**src/rtl/enigma_pkg.sv**
```systemverilog
// enigma_pkg: shared constants, state type and rotor-position helpers for the cipher sequencer
package enigma_pkg;
  localparam int ALPHA = 26;
  localparam logic [7:0] ASCII_A = 8'h41;
  localparam logic [7:0] ASCII_Z = 8'h5A;
  typedef logic [4:0] pos_t;
  localparam pos_t POS_MAX = pos_t'(ALPHA - 1);
  typedef enum logic [2:0] {IDLE, SET, READY, ISSUE, WAIT, OUT, ERR} state_t;
  function automatic pos_t pos_inc(pos_t p);
    return p == POS_MAX ? '0 : p + 5'd1;
  endfunction
  function automatic pos_t pos_mod(pos_t p);
    return p > POS_MAX ? p - pos_t'(ALPHA) : p;
  endfunction
endpackage

```
**src/rtl/enigma_step_ctr.sv**
```systemverilog
// enigma_step_ctr: three-digit mod-ALPHA rotor odometer with load and step
module enigma_step_ctr
  import enigma_pkg::*;
(
  input  logic clk,
  input  logic reset_n,
  input  logic load,
  input  logic step,
  input  pos_t off1,
  input  pos_t off2,
  input  pos_t off3,
  output pos_t pos1,
  output pos_t pos2,
  output pos_t pos3
);
  // Load reduces offsets into range; a step advances pos1 and ripples carries on wrap
  always_ff @(posedge clk or negedge reset_n)
    if (!reset_n) begin
      pos1 <= '0;
      pos2 <= '0;
      pos3 <= '0;
    end else if (load) begin
      pos1 <= pos_mod(off1);
      pos2 <= pos_mod(off2);
      pos3 <= pos_mod(off3);
    end else if (step) begin
      pos1 <= pos_inc(pos1);
      if (pos1 == POS_MAX) pos2 <= pos_inc(pos2);
      if (pos1 == POS_MAX && pos2 == POS_MAX) pos3 <= pos_inc(pos3);
    end
endmodule

```
**src/rtl/enigma_seq_ctrl.sv**
```systemverilog
// enigma_seq_ctrl: character sequencer between the host byte stream and the rotor cipher datapath
module enigma_seq_ctrl
  import enigma_pkg::*;
#(
  parameter int SET_CYCLES = 2,
  parameter int TIMEOUT    = 64
) (
  input  logic       clk,
  input  logic       reset_n,
  input  logic       cfg_start,
  input  pos_t       cfg_off1,
  input  pos_t       cfg_off2,
  input  pos_t       cfg_off3,
  input  logic       dec,
  input  logic       in_valid,
  input  logic [7:0] in_data,
  output logic       in_ready,
  output logic       out_valid,
  output logic [7:0] out_data,
  input  logic       out_ready,
  output logic       dp_set,
  output logic       dp_en,
  output logic       dp_valid,
  output logic [7:0] dp_din,
  output logic       dp_dec,
  input  logic [7:0] dp_dout,
  input  logic       dp_done,
  output pos_t       pos1,
  output pos_t       pos2,
  output pos_t       pos3,
  output logic       busy,
  output logic       err_timeout
);
  localparam int SW = $clog2(SET_CYCLES + 1);
  localparam int CW = $clog2(TIMEOUT + 1);
  state_t state;
  logic [SW-1:0] set_cnt;
  logic [CW-1:0] wait_cnt;
  logic load, step, accept, is_letter;
  assign load      = cfg_start && (state inside {IDLE, READY, ERR});
  assign in_ready  = state == READY && !cfg_start;
  assign accept    = in_valid && in_ready;
  assign is_letter = in_data >= ASCII_A && in_data <= ASCII_Z;
  assign step      = state == WAIT && dp_done;
  assign dp_en     = !(state inside {IDLE, ERR});
  assign busy      = !(state inside {IDLE, READY});
  enigma_step_ctr u_step (
    .clk(clk), .reset_n(reset_n), .load(load), .step(step),
    .off1(cfg_off1), .off2(cfg_off2), .off3(cfg_off3),
    .pos1(pos1), .pos2(pos2), .pos3(pos3)
  );
  // Sequencer FSM; wait_cnt is 0 in the first WAIT cycle so the error lands TIMEOUT cycles after dp_valid
  always_ff @(posedge clk or negedge reset_n)
    if (!reset_n) begin
      state       <= IDLE;
      set_cnt     <= '0;
      wait_cnt    <= '0;
      dp_set      <= 1'b0;
      dp_valid    <= 1'b0;
      dp_din      <= '0;
      dp_dec      <= 1'b0;
      out_valid   <= 1'b0;
      out_data    <= '0;
      err_timeout <= 1'b0;
    end else if (load) begin
      state       <= SET;
      set_cnt     <= '0;
      dp_set      <= 1'b1;
      dp_dec      <= dec;
      err_timeout <= 1'b0;
    end else begin
      case (state)
        SET:
          if (set_cnt == SW'(SET_CYCLES - 1)) begin
            dp_set <= 1'b0;
            state  <= READY;
          end else set_cnt <= set_cnt + 1'b1;
        READY:
          if (accept && is_letter) begin
            dp_din   <= in_data;
            dp_valid <= 1'b1;
            state    <= ISSUE;
          end else if (accept) begin
            out_data  <= in_data;
            out_valid <= 1'b1;
            state     <= OUT;
          end
        ISSUE: begin
          dp_valid <= 1'b0;
          wait_cnt <= '0;
          state    <= WAIT;
        end
        WAIT:
          if (dp_done) begin
            out_data  <= dp_dout;
            out_valid <= 1'b1;
            state     <= OUT;
          end else if (wait_cnt == CW'(TIMEOUT - 2)) begin
            err_timeout <= 1'b1;
            state       <= ERR;
          end else wait_cnt <= wait_cnt + 1'b1;
        OUT:
          if (out_ready) begin
            out_valid <= 1'b0;
            state     <= READY;
          end
        default: ;
      endcase
    end
endmodule

```
**config.mk**
```make
export PLATFORM = sky130hd
export DESIGN_NAME = enigma_seq_ctrl
export DESIGN_NICKNAME = d
export VERILOG_FILES = /design/src/rtl/enigma_pkg.sv /design/src/rtl/enigma_step_ctr.sv /design/src/rtl/enigma_seq_ctrl.sv
export SDC_FILE = /design/constraint.sdc
export NUM_CORES = 1
export LEC_CHECK = 0
export ABC_AREA = 1
export BUFFER_PORTS_ARGS = -buffer_cell sky130_fd_sc_hd__clkbuf_2
export CORE_ASPECT_RATIO = 0.75
export CORE_MARGIN = 2
export CORE_UTILIZATION = 55
export DETAILED_ROUTE_END_ITERATION = 6
export PLACE_DENSITY = 0.82
export SYNTH_ARGS = -nofsm -noshare
export SYNTH_HDL_FRONTEND = slang
export SYNTH_SLANG_ARGS = --single-unit
```
**constraint.sdc**
```tcl
create_clock -name clk -period 3.6 [get_ports clk]
set_clock_uncertainty 0.2 [all_clocks]
set_input_delay 0.18 -clock clk [delete_from_list [all_inputs] [get_ports clk]]
set_output_delay 0.18 -clock clk [all_outputs]
set_load 0.1 [all_outputs]
```
After elaboration in Yosys (flattened, before gate mapping)
Cells that the tools add are included.
{"block": "word_totals", "regBits": 48, "output_inout_bits": 39, "word_cells": 134}
{"block": "op_classes", "addsub": 8, "magnitude_cmp": 5, "n_eq_ne": 24, "mux": 46, "bitwise_logic": 1, "reduce_logical": 37}
{"cell": "$mux 5", "count": 14}
{"cell": "$mux 8", "count": 3}
{"cell": "$reduce_bool 2->1", "count": 12}
{"cell": "$mux 3", "count": 7}
{"cell": "$pmux 8 s2", "count": 1}
{"cell": "$add 5x1->5 const B", "count": 3}
{"cell": "$eq 5x5->1 const B", "count": 3}
{"cell": "$gt 5x5->1 const B", "count": 3}
{"cell": "$pmux 3 s5", "count": 1}
{"cell": "$sub 5x5->5 const B", "count": 3}
{"cell": "$mux 7", "count": 2}
{"cell": "$ne 2x2->1 const B", "count": 7}
{"cell": "$pmux 7 s2", "count": 1}
{"cell": "$mux 1", "count": 12}
{"cell": "$reduce_and 5->1", "count": 2}
{"cell": "$eq 3x3->1 const B", "count": 3}
{"cell": "$reduce_and 3->1", "count": 3}
{"cell": "$ge 8x7->1 const B", "count": 1}
{"cell": "$le 8x7->1 const B", "count": 1}
{"cell": "$ne 4x3->1 const B", "count": 2}
{"cell": "$reduce_and 2->1", "count": 4}
{"cell": "$add 7x1->7 const B", "count": 1}
{"cell": "$eq 7x6->1 const B", "count": 1}
{"cell": "$logic_and 1x1->1", "count": 7}
{"cell": "other kinds (16)", "count": 24}

Depth between registers and ports, before layout
{"block": "logic_depth", "depth_word": 7, "depth_mapped": 11, "depth_no_buf": 11}

Modules after synthesis
Synthesis repeated with hierarchy kept, for this count alone.
{"block": "hier_totals", "cells_unflattened": 427, "area_unflattened_um2": 3194.3}
{"mod": "enigma_seq_ctrl", "instances": 1, "cells_each": 227, "area_each_um2": 1823.0}
{"mod": "enigma_step_ctr", "instances": 1, "cells_each": 200, "area_each_um2": 1371.3}

Worst setup path before layout
Ideal clock, no wire load.
{"block": "synth_timing", "path_type": "register -> register", "startpoint": "register state[2]", "endpoint": "register dp_din[0]", "setup_ns": 0.125, "arrival_time_ns": 2.132, "setup_slack_ns": 1.144, "path_stages_with_launch": 11, "cell_sequence": "dfrtp_1 > buf_4 > nor2_4 > nand2_2 > nor2_2 > nand2_1 > inv_2 > nand2_4 > buf_6 > nand2_1 > o21ai_1"}
{"block": "synth_between", "elab_chain_cells": 5, "word_cells_on_any_way": 10, "cone_classes": "eq/ne: 2; bitwise: 1; reduce/logical: 7"}
{"item": "start: declaration", "line_no": "enigma_seq_ctrl.sv:36", "text": "state_t state;"}
{"item": "start signal: assignment", "line_no": "enigma_seq_ctrl.sv:55", "text": "state <= IDLE;"}
{"item": "start signal: assignment", "line_no": "enigma_seq_ctrl.sv:66", "text": "state <= SET;"}
{"item": "start signal: assignment", "line_no": "enigma_seq_ctrl.sv:76", "text": "state <= READY;"}
{"item": "$eq 3x2->1", "line_no": "enigma_seq_ctrl.sv:41", "text": "assign in_ready = state == READY && !cfg_start;"}
{"item": "$logic_and 1x1->1", "line_no": "enigma_seq_ctrl.sv:41"}
{"item": "named net in_ready", "line_no": "enigma_seq_ctrl.sv:17", "text": "output logic in_ready,"}
{"item": "$logic_and 1x1->1", "line_no": "enigma_seq_ctrl.sv:42", "text": "assign accept = in_valid && in_ready;"}
{"item": "$logic_and 1x1->1", "line_no": "enigma_seq_ctrl.sv:79", "text": "if (accept && is_letter) begin"}
{"item": "$reduce_and 3->1 (no source line)"}
{"item": "end signal: assignment", "line_no": "enigma_seq_ctrl.sv:80", "text": "dp_din <= in_data;"}
{"item": "end: declaration", "line_no": "enigma_seq_ctrl.sv:24", "text": "output logic [7:0] dp_din,"}
The timed path passes the listed nets, and every way through them passes these cells.
A chain may end at the register's enable or synchronous reset.

Worst setup path in the final report
{"block": "layout_timing", "startpoint": "register state[2]", "endpoint": "register wait_cnt[6]"}
{"block": "layout_between", "elab_chain_cells": 5, "word_cells_on_any_way": 13, "cone_classes": "eq/ne: 6; mux: 1; bitwise: 1; reduce/logical: 5"}
{"item": "$eq 3x2->1 (tied with other cells)", "line_no": "enigma_seq_ctrl.sv:40", "text": "assign load = cfg_start && (state inside {IDLE, READY, ERR});"}
{"item": "$reduce_bool 3->1", "line_no": "enigma_seq_ctrl.sv:40"}
{"item": "$logic_and 1x1->1", "line_no": "enigma_seq_ctrl.sv:40"}
{"item": "$not 1->1 (no source line)"}
{"item": "$reduce_and 4->1 (no source line)"}
{"item": "end signal: assignment", "line_no": "enigma_seq_ctrl.sv:101", "text": "end else wait_cnt <= wait_cnt + 1'b1;"}
{"item": "end: declaration", "line_no": "enigma_seq_ctrl.sv:38", "text": "logic [CW-1:0] wait_cnt;"}
Several ways; a longest one is shown, not always the timed one.

==> impl_metrics.prom <==
# TYPE chip_impl_metric gauge
chip_impl_info{name="outcome",value="finished clean"} 1
chip_impl_metric{name="start_util",unit=""} 0.561
chip_impl_metric{name="cts.htree.levels",unit=""} 2
chip_impl_metric{name="synth_fa_ha_area_frac",unit=""} 0.0587
chip_impl_info{name="synth.top_cells.by_area",value="sky130_fd_sc_hd__dfrtp_1, sky130_fd_sc_hd__nand2_1, sky130_fd_sc_hd__ha_1"} 1
chip_impl_metric{name="tritoncts.num_buffers",unit=""} 5
chip_impl_metric{name="drc",unit=""} 0
chip_impl_metric{name="cts-root-to-sink-buffers",unit=""} 2
chip_impl_metric{name="relSlewSlack",unit=""} 0.590
chip_impl_metric{name="max_clock_freq",unit="MHz"} 475
chip_impl_metric{name="viasPerCell",unit=""} 5.07
chip_impl_metric{name="drt_iter0_drc",unit=""} 197
chip_impl_metric{name="clkTransAtPathRegs",unit="ns"} 0.10
chip_impl_metric{name="grt_start_max_net_pins",unit=""} 49
chip_impl_metric{name="insertedDiodeCount",unit=""} 0
chip_impl_metric{name="place_worst_setup_slack",unit="ns"} 1.53
chip_impl_metric{name="ant_nets",unit=""} 0
chip_impl_info{name="crit_type",value="reg -> reg"} 1
chip_impl_metric{name="port_buffers",unit=""} 76
chip_impl_metric{name="synth_area_per_cell",unit="sq um"} 7.29
chip_impl_metric{name="design.die.area",unit="sq um"} 6450
chip_impl_metric{name="final_nets",unit=""} 581
chip_impl_metric{name="worst_ep_arrival_time",unit="ns"} 2.11
chip_impl_metric{name="clock-sinks",unit=""} 48
chip_impl_metric{name="final_layout_size_suffix_gt1_frac",unit=""} 0.216
chip_impl_metric{name="final-max-slew-violation-count",unit=""} 0
chip_impl_metric{name="detailedRoute.firstPassIterationCount",unit=""} 5
chip_impl_metric{name="dp.final_hpwl",unit="mm"} 5.57
chip_impl_metric{name="dr_total_vias",unit=""} 3080
chip_impl_metric{name="synth.yosys.seq_area_share",unit=""} 0.375
chip_impl_info{name="rsz0062_at_grt",value="false"} 1
chip_impl_metric{name="synth.top_cell.area_share",unit=""} 0.375
chip_impl_info{name="cp-end-kind",value="flip-flop"} 1
chip_impl_metric{name="initial_antenna_violation_count",unit=""} 0
chip_impl_metric{name="timing.critical_path.fanout_max",unit=""} 17
chip_impl_metric{name="die_h",unit="microns"} 70.1
chip_impl_metric{name="synthToLayoutAreaGrowth",unit="%"} 19.9
chip_impl_info{name="cts-root-buf",value="sky130_fd_sc_hd__clkbuf_8"} 1
chip_impl_metric{name="layout_setup_ws",unit="ns"} 1.50
chip_impl_metric{name="num_rows",unit=""} 24
chip_impl_metric{name="grt_remaining_overflow",unit=""} 0
chip_impl_metric{name="setup_viol",unit=""} 0
chip_impl_metric{name="timing.final.crit_share",unit=""} 0.584
chip_impl_metric{name="final_weighted_congestion_in_routability_driven_placement",unit=""} 0.886
chip_impl_metric{name="dieWidth",unit="microns"} 92.1
chip_impl_metric{name="synth_xor_area_frac",unit=""} 0.0383
chip_impl_metric{name="yosys.area_share.simple",unit=""} 0.365
chip_impl_metric{name="synth_seq_cells",unit=""} 48
chip_impl_info{name="tritoncts",value="built"} 1
chip_impl_metric{name="netlist_instances",unit=""} 439
chip_impl_metric{name="worstRegToRegCells",unit=""} 9
chip_impl_metric{name="fin_tns_setup",unit="ns"} 0
chip_impl_info{name="combinational_family_with_the_most_area_after_synthesis",value="simple AND/OR/NAND/NOR gates"} 1
chip_impl_metric{name="synthMuxAreaShare",unit=""} 0
chip_impl_metric{name="total_standard_cell_area_after_synthesis",unit="sq um"} 3200
chip_impl_metric{name="wire_per_inst",unit="microns"} 12.3
chip_impl_metric{name="synth_cell_type_count",unit=""} 32
chip_impl_metric{name="num_io_pins",unit=""} 77
chip_impl_info{name="synth_top_cell_by_area",value="sky130_fd_sc_hd__dfrtp_1"} 1
chip_impl_metric{name="grt_pass1_vias",unit=""} 2889
chip_impl_metric{name="period_minus_slack",unit="ns"} 2.10
chip_impl_metric{name="drt-total-wl",unit="mm"} 7.45
chip_impl_info{name="min-delay-path-class",value="in -> reg"} 1
chip_impl_metric{name="worst-slew-pin-transition",unit="ns"} 0.615
chip_impl_info{name="startpoint_type",value="flip-flop"} 1
chip_impl_metric{name="critPathRequiredTime",unit="ns"} 3.61
chip_impl_metric{name="timing.max_cap.violations",unit=""} 0
chip_impl_metric{name="n_fill_cell",unit=""} 497
chip_impl_metric{name="hold_path_depth",unit=""} 5
chip_impl_metric{name="timing.final.hold_violations",unit=""} 0
chip_impl_metric{name="postSynthNetCount",unit=""} 492
chip_impl_metric{name="coreArea",unit="sq um"} 5710
chip_impl_metric{name="yosysWarnings",unit=""} 0
chip_impl_metric{name="grt.total_usage",unit=""} 0.246
chip_impl_metric{name="synth_compound_gate_area_share",unit=""} 0.0751
chip_impl_metric{name="wire_length_of_the_first_global_routing_pass",unit="mm"} 12.9
chip_impl_metric{name="clock_latency",unit="ns"} 0.32
-- cell usage after synthesis, drive strengths merged --
| library cell | n |
|---|---|
| clkinv | 2 |
| inv | 53 |
| ha | 15 |
| or2 | 1 |
| nand2 | 153 |
| a21oi | 12 |
| nand4 | 14 |
| o211ai | 1 |
| nand3 | 35 |
| o21ai | 30 |
| nor3 | 2 |
| a22oi | 1 |
| xnor2 | 5 |
| buf | 7 |
| nand3b | 3 |
| o31ai | 1 |
| dfrtp | 48 |
| nor2 | 47 |
| xor2 | 9 |
-- registers in the layout, indices dropped and copies added, names as in the netlist --
register / count
dp_dec: 1
dp_din: 8
dp_set: 1
dp_valid: 1
err_timeout: 1
out_data: 8
out_valid: 1
set_cnt: 2
state: 3
u_step.pos1: 5
u_step.pos2: 5
u_step.pos3: 5
wait_cnt: 7
-- area by class of cell --
type                    instances  area, sq um  area share
clock buffers                   6         82.6      0.0215
multi-input cells             329         1720       0.448
repair buffers                 89          508       0.132
flip-flops and latches         48         1200       0.313
well taps                      78         97.6      0.0254
inverters                      55          215      0.0561
clock inverters                 2         15.0     0.00391
-- cell families (layout without fill, tap and decap cells) --
family                   after synthesis  in the layout
AO/OA/AOI/OAI                         45             45
XOR/XNOR                              14             14
adder cells (fa/ha/maj)               15             15
buffers and inverters                 62            152
flip-flops                            48             48
AND/OR/NAND/NOR                      255            255
-- path summary, 6_finish.rpt --
| kind | startpoint | endpoint | slack, ns |
|---|---|---|---|
| setup / recovery | state[2] | wait_cnt[6] | 1.50 |
| hold / removal | dp_dout[5] | out_data[5] | 0.02 |
| setup reg to reg | state[2] | wait_cnt[6] | 1.50 |
| hold reg to reg | dp_din[6] | dp_din[6] | 0.28 |
| max in group asynchronous | reset_n | u_step.pos3[3] | 2.49 |
| min in group asynchronous | reset_n | wait_cnt[5] | 0.30 |
-- per-layer routing --
layer / GRT usage / up-vias / part of all wire
met1: 0.350 / 1395 / 0.48
met3: 0.0453 / 15 / 0.059
met5: 0 / - / 0
met4: 0.0763 / 0 / 0.017
li1: - / 1576 / -
met2: 0.386 / 94 / 0.45
-- metrics by stage --
| step | area (sq um) | util | cells | hold WS (ns) |
|---|---|---|---|---|
| final | 3840 | 0.673 | 607 | 0.0169 |
| after global routing | 3840 | 0.673 | 607 | 0.0407 |
| after CTS | 3840 | 0.673 | 607 | 0.0121 |
| after detailed placement | 3620 | 0.634 | 587 | 0.119 |
| after global placement | 3620 | 0.634 | 587 | 0.115 |
| after floorplan | 3200 | - | 439 | -0.316 |
-- layout by cell type (no fill, tap or decap), types with 9 or more instances in the layout --
cell type	instances
sky130_fd_sc_hd__a21oi_1	12
sky130_fd_sc_hd__nand3_1	30
sky130_fd_sc_hd__clkbuf_2	76
sky130_fd_sc_hd__dfrtp_1	48
sky130_fd_sc_hd__ha_1	15
sky130_fd_sc_hd__inv_1	45
sky130_fd_sc_hd__o21ai_0	21
sky130_fd_sc_hd__xor2_1	9
sky130_fd_sc_hd__dlygate4sd3_1	12
sky130_fd_sc_hd__nor2_1	42
sky130_fd_sc_hd__nand4_1	14
sky130_fd_sc_hd__nand2_1	146
-- what timing repair did --
| item | CTS | global route |
|---|---|---|
| endpoints found under the setup margin | 0 | 0 |
| setup buffers | 0 | 0 |
| gates resized for setup | 0 | 0 |
| hold endpoints to repair | 59 | 0 |
| hold buffers | 12 | 0 |
-- critical path, stage by stage (launching register included) --
cell	delay, ns
sky130_fd_sc_hd__dfrtp_1	0.59
sky130_fd_sc_hd__nand2_4	0.13
sky130_fd_sc_hd__nor2_4	0.30
sky130_fd_sc_hd__nand2_2	0.10
sky130_fd_sc_hd__nand2_2	0.23
sky130_fd_sc_hd__inv_2	0.10
sky130_fd_sc_hd__nand3_2	0.16
sky130_fd_sc_hd__inv_2	0.08
sky130_fd_sc_hd__nand2_1	0.07
sky130_fd_sc_hd__nand2_1	0.04
Power is left out: the tool's default activity adds up to more than one toggle a clock period on the data nets, which glitch-free logic cannot reach.
